### src/rtl/ahb_lsu_bridge.sv
`default_nettype none
// ============================================================================
// ahb_lsu_bridge : core LSU to AHB-Lite SINGLE-transfer bridge
// Revision: 1.0
// ============================================================================
module ahb_lsu_bridge #(
  parameter int unsigned AWIDTH    = 32,
  parameter int unsigned DWIDTH    = 32,
  parameter int unsigned TO_CYCLES = 64
) (
  input  logic              hclk,
  input  logic              hresetn,
  input  logic              req_i,
  input  logic              we_i,
  input  logic [2:0]        size_i,
  input  logic [AWIDTH-1:0] addr_i,
  input  logic [DWIDTH-1:0] wdata_i,
  output logic              gnt_o,
  output logic              rvalid_o,
  output logic [DWIDTH-1:0] rdata_o,
  output logic              err_o,
  output logic              hsel_o,
  output logic [AWIDTH-1:0] haddr_o,
  output logic [1:0]        htrans_o,
  output logic              hwrite_o,
  output logic [2:0]        hsize_o,
  output logic [2:0]        hburst_o,
  output logic [DWIDTH-1:0] hwdata_o,
  input  logic              hready_i,
  input  logic              hresp_i,
  input  logic [DWIDTH-1:0] hrdata_i
);

  localparam logic [1:0] c_idle       = 2'd0;
  localparam logic [1:0] c_addr       = 2'd1;
  localparam logic [1:0] c_data       = 2'd2;
  localparam logic [1:0] c_gap        = 2'd3;
  localparam logic [1:0] c_htrans_idl = 2'b00;
  localparam logic [1:0] c_htrans_nsq = 2'b10;
  localparam logic [7:0] c_to_limit   = 8'(TO_CYCLES);

  logic [1:0]        state_q, state_d;
  logic              we_q, we_d;
  logic [2:0]        size_q, size_d;
  logic [AWIDTH-1:0] addr_q, addr_d;
  logic [DWIDTH-1:0] wdata_q, wdata_d;
  logic [7:0]        cnt_q, cnt_d;
  logic              rvalid_q, rvalid_d;
  logic              err_q, err_d;
  logic [DWIDTH-1:0] rdata_q, rdata_d;

  logic [2:0] w_size_norm;
  logic       w_misaligned;
  logic [7:0] w_cnt_inc;
  logic       w_timeout;
  logic       w_bus_active;

  // Undefined size encodings are carried onto the bus as word transfers.
  assign w_size_norm  = (size_i > 3'd2) ? 3'd2 : size_i;
  assign w_misaligned = ((w_size_norm == 3'd1) && addr_i[0]) ||
                        ((w_size_norm == 3'd2) && (addr_i[1:0] != 2'b00));
  assign w_cnt_inc    = cnt_q + 8'd1;
  assign w_timeout    = (w_cnt_inc == c_to_limit);

  always_comb begin
    state_d  = state_q;
    we_d     = we_q;
    size_d   = size_q;
    addr_d   = addr_q;
    wdata_d  = wdata_q;
    cnt_d    = cnt_q;
    rvalid_d = 1'b0;
    err_d    = 1'b0;
    rdata_d  = '0;
    case (state_q)
      c_idle: begin
        if (req_i) begin
          we_d    = we_i;
          size_d  = w_size_norm;
          addr_d  = addr_i;
          wdata_d = wdata_i;
          cnt_d   = 8'd0;
          if (w_misaligned) begin
            state_d  = c_gap;
            rvalid_d = 1'b1;
            err_d    = 1'b1;
          end else begin
            state_d = c_addr;
          end
        end
      end
      c_addr: begin
        if (hready_i) begin
          state_d = c_data;
        end else begin
          cnt_d = w_cnt_inc;
          if (w_timeout) begin
            state_d  = c_gap;
            rvalid_d = 1'b1;
            err_d    = 1'b1;
          end
        end
      end
      c_data: begin
        if (hready_i) begin
          state_d  = c_gap;
          rvalid_d = 1'b1;
          err_d    = hresp_i;
          rdata_d  = (!we_q && !hresp_i) ? hrdata_i : '0;
        end else begin
          cnt_d = w_cnt_inc;
          if (w_timeout) begin
            state_d  = c_gap;
            rvalid_d = 1'b1;
            err_d    = 1'b1;
          end
        end
      end
      default: begin
        state_d = c_idle;
      end
    endcase
  end

  always_ff @(posedge hclk or negedge hresetn) begin
    if (!hresetn) begin
      state_q  <= c_idle;
      we_q     <= 1'b0;
      size_q   <= 3'd0;
      addr_q   <= '0;
      wdata_q  <= '0;
      cnt_q    <= 8'd0;
      rvalid_q <= 1'b0;
      err_q    <= 1'b0;
      rdata_q  <= '0;
    end else begin
      state_q  <= state_d;
      we_q     <= we_d;
      size_q   <= size_d;
      addr_q   <= addr_d;
      wdata_q  <= wdata_d;
      cnt_q    <= cnt_d;
      rvalid_q <= rvalid_d;
      err_q    <= err_d;
      rdata_q  <= rdata_d;
    end
  end

  // Grant is masked while reset is held so no request is accepted and lost.
  assign gnt_o        = hresetn && (state_q == c_idle) && req_i;
  assign w_bus_active = (state_q == c_addr) || (state_q == c_data);

  assign hsel_o   = w_bus_active;
  assign htrans_o = (state_q == c_addr) ? c_htrans_nsq : c_htrans_idl;
  assign haddr_o  = w_bus_active ? addr_q : '0;
  assign hwrite_o = w_bus_active ? we_q : 1'b0;
  assign hsize_o  = w_bus_active ? size_q : 3'd0;
  assign hburst_o = 3'b000;
  assign hwdata_o = ((state_q == c_data) && we_q) ? wdata_q : '0;

  assign rvalid_o = rvalid_q;
  assign err_o    = err_q;
  assign rdata_o  = rdata_q;

endmodule
`default_nettype wire

### config.mk
export PLATFORM = sky130hd
export DESIGN_NAME = ahb_lsu_bridge
export DESIGN_NICKNAME = d
export VERILOG_FILES = /design/src/rtl/ahb_lsu_bridge.sv
export SDC_FILE = /design/constraint.sdc
export NUM_CORES = 1
export LEC_CHECK = 0
export CAP_MARGIN = 20
export CORE_MARGIN = 10
export CORE_UTILIZATION = 46
export CTS_CLUSTER_SIZE = 12
export DETAILED_ROUTE_END_ITERATION = 10
export PLACE_DENSITY = 0.95
export SLEW_MARGIN = 40
export SYNTH_ARGS = -nofsm -noshare
export SYNTH_HDL_FRONTEND = slang
export SYNTH_SLANG_ARGS = --single-unit
export TNS_END_PERCENT = 10
### constraint.sdc
create_clock -name hclk -period 2.6 [get_ports hclk]
set_clock_uncertainty 0.05 [all_clocks]
set_input_delay 0.52 -clock hclk [delete_from_list [all_inputs] [get_ports hclk]]
set_output_delay 0.52 -clock hclk [all_outputs]
set_load 0.03 [all_outputs]
# == Yosys cells after proc, flatten, opt, wreduce, memory -nomap -nowiden ==
# Cells that the tools add are included.
# word_totals
regBits,112
in_bits,105
out_inout_bits,109
elab_cells,60
# op_classes
n_addsub,1
magnitude_cmp,1
eq_ne,7
muxes,26
reduce_logical,16
# ops
cell,n
$mux 32,5
$mux 8,2
$pmux 8 s2,1
$mux 2,6
$add 8x1->8 const B,1
$eq 8x7->1 const B,1
$mux 1,7
$logic_and 1x1->1,6
$mux 3,2
$pmux 1 s3,2
$pmux 2 s3,1
$ne 2x2->1 const B,2
$reduce_bool 2->1,2
$eq 3x1->1 const B,1
$eq 3x2->1 const B,1
$gt 3x2->1 const B,1
$reduce_and 3->1,1
$eq 2x1->1 const B,1
$eq 2x2->1 const B,1
$logic_not 1->1,2
$logic_not 2->1,1
$logic_or 1x1->1,2
$reduce_and 2->1,1
$reduce_or 2->1,1

# == Longest topological paths before layout ==
# Gate-level depths: netlist of the first run.
# logic_depth
word_depth,8
depth_mapped,8
ltp_nobuf,7

# == Worst setup path after synthesis of the first run ==
# OpenSTA, ideal clock, no wires.
# synth_timing
path_kind,flip-flop to output port
startpoint,register state_q[1]
endpoint,output port haddr_o[10]
arrival_ns,1.794
required_time_ns,2.030
path_slack_ns,0.236
path_stages_with_launch,6
n_path_buf,2
path_cell_list,dfrtp_1 inv_1 ha_1 clkbuf_1 clkbuf_1 and2_1
# synth_between
elab_chain_cells,3
word_cells_on_any_way,4
cone_classes,2 x eq/ne; 1 x mux; 1 x reduce/logical
# synth_rtl
element,line,source
from (decl),42,"logic [1:0] state_q, state_d;"
from (signal assigned),127,state_q <= c_idle;
from (signal assigned),137,state_q <= state_d;
$eq 2x1->1 or $eq 2x2->1 (tied branches),151,assign w_bus_active = (state_q == c_addr) || (state_q == c_data);
$logic_or 1x1->1 (*),151,
via hsel_o,22,"output logic hsel_o,"
$mux 32 (*),155,assign haddr_o = w_bus_active ? addr_q : '0;
to (decl),23,"output logic [AWIDTH-1:0] haddr_o,"
# The timed path passes the listed nets; every way through them passes the cells marked *.

# == Final worst setup path of the first run ==
# layout_timing
startpoint,register state_q[0]
endpoint,output port haddr_o[27]
# layout_between
elab_chain_cells,3
word_cells_on_any_way,4
cone_classes,2 x eq/ne; 1 x mux; 1 x reduce/logical
# layout_rtl
element,line
$eq 2x1->1 or $eq 2x2->1 (tied branches),151
$logic_or 1x1->1 (*),151
$mux 32 (*),155
# Mark *: on every way between the ends. The rest lies on a longest branch, timed or not.

==> flow_summary_export.csv, run 1 <==
group,metric,value,unit
synthesis,yosys-top-cells-area,"dfrtp_1, mux2_2, and2_1, and3_1, mux2_1",
status,status,"completed",
setup_path,cp_cell_sequence,"inv_1 > ha_1 > buf_4 > and2_1 > buf_12",
route,antenna_left,0,
route,drtIter0Drc,183,
die,fp.coreArea,10790,sq um
synthesis,seq_area_frac_synth,55.67,%
timing,slew_violations,0,
global_routing,grtUsageMet3,6.979,%
clock_tree,clkSinkCount,112,
global_routing,grt_max_degree,113,
global_routing,grtUsageMet2,33.41,%
route,post_drt_wl_per_cell,19.12,um
synthesis,yosysUniqueCellTypes,49,
power,p_leak,3.434,nW
timing,fin_crit_sh,95.01,%
hold_path,hold_path_class,"input pin to asynchronous set/reset pin",
synthesis,yosys_warnings,0,
clock_tree,cts_buffers,9,
timing,hold_viol_final,0,
timing,slew_headroom,61.65,%
setup_path,crit_fanout,36,
setup_path,worst_setup_path_end_kind,"output pin",
cells_and_area,syn_to_final_growth,45.83,%
timing,setup_tns,0,ns
synthesis,yosys.area.top_type,"dfrtp_1",
power,max-vdd-ir-drop,0.0005218,V
clock_tree,cts_setup_buffers,0,
synthesis,synthArstFlopShare,100.0,%
route,drt-total-wl,14530,um
synthesis,synth_edf_count,0,
clock_tree,clk_pin_slew_worst_paths,0.09,ns
die,die_y,124.6,um
die,start_util,46.65,%
timing,period_needed,2.470,ns
route,route.detailed.drc,0,
cells_and_area,drive_gt1_share,25.81,%
power,cellPowerDensity,1126,nW/um^2
synthesis,syn_avg_cell_area,12.19,sq um
global_routing,busiest_layer,"met2",
global_routing,track_usage,18.38,%
setup_path,path_class,"flip-flop to output pin",
global_routing,grt_use_met1,18.46,%
synthesis,synthCells,413,
place,numPortBuffers,209,
clock_tree,cts-root-buf,"clkbuf_8",
die,fp.dieArea,15530,sq um
cells_and_area,nFillCells,750,
power,total_power,8.267,mW
place,hpwl,11190,um
setup_path,worstPathArrival,1.90,ns
die,pin_count,214,
die,rows,38,
timing,max_freq,404.8,MHz
route,via_count,3873,
global_routing,grt_pass1_vias,4329,
clock_tree,worstSkewPairLatency,0.36,ns
clock_tree,cts_tree,"yes",
synthesis,synth_ff_type,"dfrtp_1",
timing,finalWorstSetupSlack,0.1296,ns
place,place_congestion,0.8687,
flow_run,maxCapViolCount,0,
timing,rsz0062_at_grt,"false",
timing,tightest_slew,0.5753,ns
setup_path,cpPeakStageDelay,0.42,ns
timing,hold_slack,0.2107,ns
place,place_ws,0.4540,ns
setup_path,worstPathRequired,2.03,ns
timing,setup_violations,0,
die,die-width,124.6,um
global_routing,overflow,0,
clock_tree,cts_max_path_buffers,2,
global_routing,grt_first_pass_wirelength,23280,um
synthesis,synth_seq_cells,112,
route,first_pass_iters,5,
cells_and_area,diodes,0,
synthesis,synth_area,5035,sq um
clock_tree,htree_num_levels,3,
synthesis,yosysTopAreaCellShare,55.67,%
setup_path,critPathLaunchType,"flip-flop",
clock_tree,cts_resized,0,
clock_tree,cts_hold_buf,0,
global_routing,grt_antenna_before_repair,0,
setup_path,cp_slowest_cell,"dfrtp_1",
route,viasPerCell,5.096,
cells_and_area,final_nets,726,
-- kinds of logic (layout without fill, tap and decap cells) --
| kind of cell | Yosys count | after routing | synth area share [%] |
|---|---|---|---|
| AND/OR/NAND/NOR | 145 | 145 | 17.50 |
| other | 1 | 4 | 0.07448 |
| multiplexers | 67 | 67 | 14.94 |
| AO/OA/AOI/OAI | 41 | 41 | 5.666 |
| adder cells (fa/ha/maj) | 6 | 6 | 1.491 |
| buffers and inverters | 38 | 242 | 3.628 |
| flip-flops | 112 | 112 | 55.67 |
| XOR/XNOR | 3 | 3 | 1.044 |
-- routing by layer --
metal | share of wire [%] | vias up
li1 | - | 1812
met1 | 35 | 1899
met2 | 54 | 137
met3 | 8.2 | 25
met4 | 2.2 | 0
met5 | 0 | -
-- layout by cell type, fill, tap and decap left out, types with 3 or more instances in the layout --
master / netlist / final
mux2_2: 53 / 53
inv_1: 5 / 5
mux2_1: 12 / 12
a21oi_1: 10 / 10
buf_4: 8 / 75
and2_1: 69 / 69
and3_1: 33 / 33
nor2_1: 9 / 9
nor3_1: 7 / 6
dfrtp_1: 112 / 111
o21ai_0: 9 / 9
nand2b_1: 3 / 3
nand2_1: 7 / 6
clkdlybuf4s50_1: 0 / 138
nand4_1: 3 / 3
nand3_1: 5 / 5
clkbuf_8: 0 / 11
conb_1: 1 / 4
ha_1: 6 / 6
nor2b_1: 3 / 3
buf_12: 0 / 7
-- report_power, final --
group	internal, mW	switching [mW]
clock	0.405	0.570
combinational	1.98	2.55
sequential	2.36	0.402
total	4.74	3.53
-- registers in the layout (all words and copies together) (netlist names) --
signal / count
state_q: 2
rvalid_o: 1
cnt_q: 8
size_q: 3
we_q: 1
wdata_q: 32
err_o: 1
addr_q: 32
rdata_o: 32
-- metrics by stage --
step / cells / util, % / cell area, sq um
3_5_place_dp: 744 / 66.32 / 7158
5_1_grt: 760 / 68.03 / 7342
6_report: 760 / 68.03 / 7342
2_1_floorplan: 416 / - / 5046
3_3_place_gp: 744 / 66.32 / 7158
4_1_cts: 760 / 68.02 / 7341
-- layout make-up --
type / count / area (sq um) / share of cell area [%]
clock buffer: 12 / 155.1 / 2.113
multi-input combinational: 266 / 2073 / 28.24
tap: 140 / 175.2 / 2.386
inverter: 6 / 22.52 / 0.3067
timing repair buffer: 220 / 2085 / 28.39
sequential: 112 / 2804 / 38.19
clock inverter: 4 / 27.53 / 0.3749
-- synthesized netlist by cell type (3+ instances only) --
cell type and number:
a21oi_1 10, and2_1 69, and3_1 33, buf_2 8, buf_4 8, clkbuf_1 16
dfrtp_1 112, ha_1 6, inv_1 5, mux2_1 12, mux2_2 53, nand2_1 7
nand2b_1 3, nand3_1 5, nand4_1 3, nor2_1 9, nor2b_1 3, nor3_1 7
o21ai_0 9
-- path summary, 6_finish.rpt --
| check | from | slack (ns) | end | depth (start not counted) |
|---|---|---|---|---|
| min in group hclk | wdata_q[5] | 0.44 | wdata_q[5] | 1 |
| max | state_q[0] | 0.13 | haddr_o[27] | 5 |
| min reg2reg | wdata_q[5] | 0.44 | wdata_q[5] | 1 |
| min | hresetn | 0.21 | addr_q[28] | 2 |
| max reg2reg | state_q[0] | 0.46 | cnt_q[3] | 7 |
| max in group asynchronous | hresetn | 1.86 | we_q | 2 |
-- worst max-delay path, delay by kind of cell, from the launching register on --
family                   cells  cell delay [ns]
adder cells (fa/ha/maj)      1             0.32
buffers and inverters        3             0.56
flip-flops                   1             0.42
AND/OR/NAND/NOR              1             0.23
No activity file was read; power rests on OpenSTA's default activity.
==> run 2: changes to the inputs <==
Settings changed: ABC_CLOCK_PERIOD_IN_PS set to 2600.
==> results of run 2 <==
Same layout as run 1: the final DEF is identical, and so are final timing and power.
